[config.mk]
export PLATFORM = sky130hd
export DESIGN_NAME = mpx_muldiv
export DESIGN_NICKNAME = d
export VERILOG_FILES = /design/src/rtl/mpx_muldiv.sv
export SDC_FILE = /design/constraint.sdc
export NUM_CORES = 2
export LEC_CHECK = 0
export BUFFER_PORTS_ARGS = -buffer_cell sky130_fd_sc_hd__buf_2
export CAP_MARGIN = 20
export CORE_UTILIZATION = 44
export CTS_BUF_LIST = sky130_fd_sc_hd__clkbuf_8
export DETAILED_ROUTE_END_ITERATION = 8
export GPL_ROUTABILITY_DRIVEN = 1
export HOLD_SLACK_MARGIN = 0.06
export SLEW_MARGIN = 20
export SYNTH_ARGS = -nofsm -noshare
export SYNTH_HDL_FRONTEND = slang
export SYNTH_SLANG_ARGS = --single-unit
[constraint.sdc]
create_clock -name clk_i -period 24.1 [get_ports clk_i]
set_input_delay 4.82 -clock clk_i [delete_from_list [all_inputs] [get_ports clk_i]]
set_output_delay 4.82 -clock clk_i [all_outputs]
set_load 0.1 [all_outputs]
[src/rtl/mpx_muldiv.sv]
// Iterative MULT/MULTU/DIV/DIVU unit for the MPX core.
// Multiplies retire in 2 cycles and divides in 33 (restoring, one bit per cycle).
module mpx_muldiv (
    input  logic        clk_i,
    input  logic        rst_i,
    input  logic        opcode_valid_i,
    input  logic [1:0]  op_i,
    input  logic [31:0] operand_ra_i,
    input  logic [31:0] operand_rb_i,
    input  logic        flush_i,
    output logic        busy_o,
    output logic        writeback_valid_o,
    output logic [31:0] writeback_hi_o,
    output logic [31:0] writeback_lo_o
);

    typedef enum logic [1:0] {S_IDLE, S_MUL, S_DIV, S_DONE} state_t;

    state_t state;
    logic [5:0] cnt;
    logic accept;
    logic is_signed;

    logic signed [32:0] mul_a;
    logic signed [32:0] mul_b;
    logic signed [63:0] prod;

    logic [31:0] ra_q;
    logic [31:0] dvs;
    logic [31:0] rem;
    logic [31:0] quo;
    logic        q_neg;
    logic        r_neg;
    logic        div_zero;

    logic [32:0] part;
    logic        ge;
    logic [31:0] rem_nxt;
    logic [31:0] quo_nxt;

    function automatic logic [31:0] abs_val(input logic [31:0] v);
        return v[31] ? (32'd0 - v) : v;
    endfunction

    function automatic logic [31:0] set_sign(input logic [31:0] v, input logic neg);
        return neg ? (32'd0 - v) : v;
    endfunction

    assign busy_o            = (state == S_MUL) || (state == S_DIV);
    assign accept            = opcode_valid_i && !busy_o && !flush_i;
    assign writeback_valid_o = (state == S_DONE) && !flush_i;
    assign is_signed         = !op_i[0];

    assign prod = mul_a * mul_b;

    // Restoring step: shift the next dividend bit in, subtract when it fits.
    always_comb begin
        part    = {rem, quo[31]};
        ge      = (part >= {1'b0, dvs});
        rem_nxt = part[31:0];
        quo_nxt = {quo[30:0], 1'b0};
        if (ge) begin
            rem_nxt = part[31:0] - dvs;
            quo_nxt = {quo[30:0], 1'b1};
        end
    end

    // Operand and working registers: loaded on accept, shifted while dividing.
    always_ff @(posedge clk_i) begin
        if (accept) begin
            mul_a    <= is_signed ? {operand_ra_i[31], operand_ra_i} : {1'b0, operand_ra_i};
            mul_b    <= is_signed ? {operand_rb_i[31], operand_rb_i} : {1'b0, operand_rb_i};
            ra_q     <= operand_ra_i;
            rem      <= 32'd0;
            quo      <= is_signed ? abs_val(operand_ra_i) : operand_ra_i;
            dvs      <= is_signed ? abs_val(operand_rb_i) : operand_rb_i;
            q_neg    <= is_signed && (operand_ra_i[31] ^ operand_rb_i[31]);
            r_neg    <= is_signed && operand_ra_i[31];
            div_zero <= (operand_rb_i == 32'd0);
        end else if (state == S_DIV) begin
            rem <= rem_nxt;
            quo <= quo_nxt;
        end
    end

    // Control FSM and result registers.
    always_ff @(posedge clk_i or negedge rst_i) begin
        if (!rst_i) begin
            state          <= S_IDLE;
            cnt            <= 6'd0;
            writeback_hi_o <= 32'd0;
            writeback_lo_o <= 32'd0;
        end else if (flush_i) begin
            state <= S_IDLE;
            cnt   <= 6'd0;
        end else begin
            case (state)
                S_IDLE, S_DONE: begin
                    cnt <= 6'd0;
                    if (accept) begin
                        state <= op_i[1] ? S_DIV : S_MUL;
                    end else begin
                        state <= S_IDLE;
                    end
                end
                S_MUL: begin
                    writeback_hi_o <= prod[63:32];
                    writeback_lo_o <= prod[31:0];
                    state          <= S_DONE;
                end
                S_DIV: begin
                    cnt <= cnt + 6'd1;
                    if (cnt == 6'd31) begin
                        cnt   <= 6'd0;
                        state <= S_DONE;
                        if (div_zero) begin
                            writeback_hi_o <= ra_q;
                            writeback_lo_o <= 32'hFFFF_FFFF;
                        end else begin
                            writeback_hi_o <= set_sign(rem_nxt, r_neg);
                            writeback_lo_o <= set_sign(quo_nxt, q_neg);
                        end
                    end
                end
                default: state <= S_IDLE;
            endcase
        end
    end

endmodule

==> results.md <==
* Finish-stage setup viols at 0
* CTS tree: done
* Slew HR at 29.0%
* Die ar. at 120000 µm²
* Initial Util at 44.4%
* IO Port Bufs at 135
* Worst Max-Slew Pin Slew at 1.07 ns
* Setup WS post-layout at 13.72 ns
* Layout cell share with drive strength beyond 1 at 5.59%
* GP Congestion at 0.937
* Global-route wire length before repair at 238000 µm
* Vias at 38.6k
* Max_cap viols at 0
* Worst clock skew at 0.0335 ns
* Non-filler instance count after layout at 7206
* Row cnt at 126
* Setup Fix Bufs, Post-CTS at 0
* HP Class: register to register
* Post-Syn Nets at 7106
* Number of synthesized flops with an enable pin at 132
* Synth top area share at 43.1%
* Seq cells post-synth at 236
* Final antenna-violating net count at 0
* Dpl hpwl at 117000 µm
* CTS root buffer: clkbuf_8
* Synth area leaders: fa_1, inv_1, edfxtp_1
* Placed Cells at 7123
* Crit. End Element: output pin
* Core area at 118000 µm²
* Most frequent cells in the layout: inv_1, fa_1, nand2_1
* YS warnings at 0
* GRT overflow at 0
* Critical Path AT at 5.56 ns
* Clk sinks at 236
* Post-synth ARST share at 30.5%
* Total Routing Usage GR at 25.5%
* Initial antenna violation count at 16
* DR pass1 iterations at 6
* Pin count of the biggest net entering global routing at 94
* CTS clk-pin slew, worst paths at 0.06 ns
* Cell mode on critical path: buf_2
* Routed wire per std cell at 20.5 µm
* WL met1 at 62900 µm
* RSZ-0062 raised after global routing: no
* Crit path kind: input port to output pin
* Hold_buf cts at 0
* Via density at 5.36
* Final wirelength at 148000 µm
* Vias in the first global route at 41.0k
* Cts repair resizes at 0
* Dpl ws at 13.70 ns
* Routed length on met3 at 8240 µm
* Final Hold Viols at 0
* Maximum root-to-sink buffer count at 3
* Avg Cell Area, Syn at 9.24 µm²
* Chip Height at 347 µm
* Max-slew violation count at 0
* Die Wd at 347 µm
* DRC Markers at 0
* Metal2 WL at 72600 µm
* Highest metal used: met5
* Cell taking the most area after synthesis: fa_1
* Status: finished clean
* CP max FO at 8
* Drt first-iter violations at 2726
* Final Cycle Share at 43.1%
* Startpoint types: input port
* Most common cell after layout, fill and taps aside: inv_1
* Dominant synthesized flop cell: edfxtp_1
* Critical Path RT at 19.28 ns
* Nets at 7079
* Fmax at 0.0964 GHz
* Post-synthesis cell area at 52300 µm²
* Setup TNS Final at 0 ns
* Critical path's largest stage delay at 0.45 ns
* Worst-Skew Late Latency at 0.60 ns
* Clock H-tree levels at 2
* Mapped Cells at 5659
* I/O Pins at 136
* Synthesis-to-layout area growth at 5.77%
* Distinct cells, synth at 90
* Sequential fraction of the synthesis area at 12.2%
* Slowest stage cell, crit path: buf_2
* CP cell instances: buf_2 > nor2b_1 > buf_2
* Tmin final at 10.38 ns
* Total CTS buffers at 43
## area by class of cell
class | count | area [µm²]
inverters | 1186 | 4460
fillers | 11350 | 62600
clock buffers | 50 | 688
flip-flops and latches | 236 | 6410
well taps | 1536 | 1920
repair buffers | 216 | 1290
clock inverters | 29 | 213
multi-input cells | 3949 | 40300
diodes | 4 | 10.0
## cell families (layout without fill, tap and decap cells)
family / after synthesis / in the layout / synth area share, %
DFF: 236 / 236 / 12.2
buffers and inverters: 1474 / 1481 / 10.7
and+or+nand+nor: 1677 / 1677 / 15.8
other: 0 / 4 / 0
adders and majority gates: 1377 / 1377 / 49.1
muxes: 30 / 30 / 0.586
AOI/OAI and AO/OA: 660 / 660 / 8.17
xor gates and xnor gates: 205 / 205 / 3.43
## path summary, 6_finish.rpt
kind / start / endpoint / slack (ns) / cells after the start
setup / recovery: flush_i / writeback_valid_o / 13.72 / 3
setup reg to reg: mul_a[20] / writeback_hi_o[28] / 14.72 / 28
max in group asynchronous: rst_i / writeback_hi_o[19] / 18.87 / 2
hold reg to reg: writeback_hi_o[7] / writeback_hi_o[7] / 0.48 / 2
hold / removal: writeback_hi_o[7] / writeback_hi_o[7] / 0.48 / 2
min in group asynchronous: rst_i / cnt[5] / 4.15 / 1
## per-stage QoR
| stage | util [%] | cell area [µm²] | hold WS, ns |
|---|---|---|---|
| detailed placement | 46.1 | 54400 | 0.464 |
| finish | 46.9 | 55300 | 0.482 |
| floorplan | - | 52300 | 0.437 |
| global route | 46.9 | 55300 | 0.495 |
| global placement | 46.1 | 54400 | 0.459 |
| CTS | 46.9 | 55300 | 0.478 |
## critical path: cells and delay by family
kind          cells  cell delay, ns
simple gates      1            0.14
buf+inv           2            0.60
## metal layers
metal,global-route usage [%],vias up
li1,-,17194
met5,0,-
met2,43.3,1149
met3,2.33,189
met4,6.69,2
met1,34.9,20088
## registers in the layout, summed over array words and instances, names as in the netlist
signal,flops
q_neg,1
mul_b,33
mul_a,33
writeback_hi_o,32
r_neg,1
cnt,6
rem,32
writeback_lo_o,32
quo,32
dvs,31
state,2
div_zero,1
## synth_stat cells, types with 25 or more instances
cell type     n
inv_1      1184
fa_1       1126
nand2_1     722
and2_1      544
clkbuf_1    269
ha_1        251
o21ai_0     198
nor2_1      160
xnor2_1     139
edfxtp_1    132
a21oi_1     123
dfrtp_1      72
xor2_1       66
nor3_1       46
a21o_1       39
nor2b_1      36
a31oi_1      33
a211oi_1     32
dfxtp_1      32
nand3_1      32
o31ai_1      27
o21a_1       26
mux2i_1      25
Power is left out: the tool's default activity adds up to more than one toggle a clock period on the data nets, which glitch-free logic cannot reach.
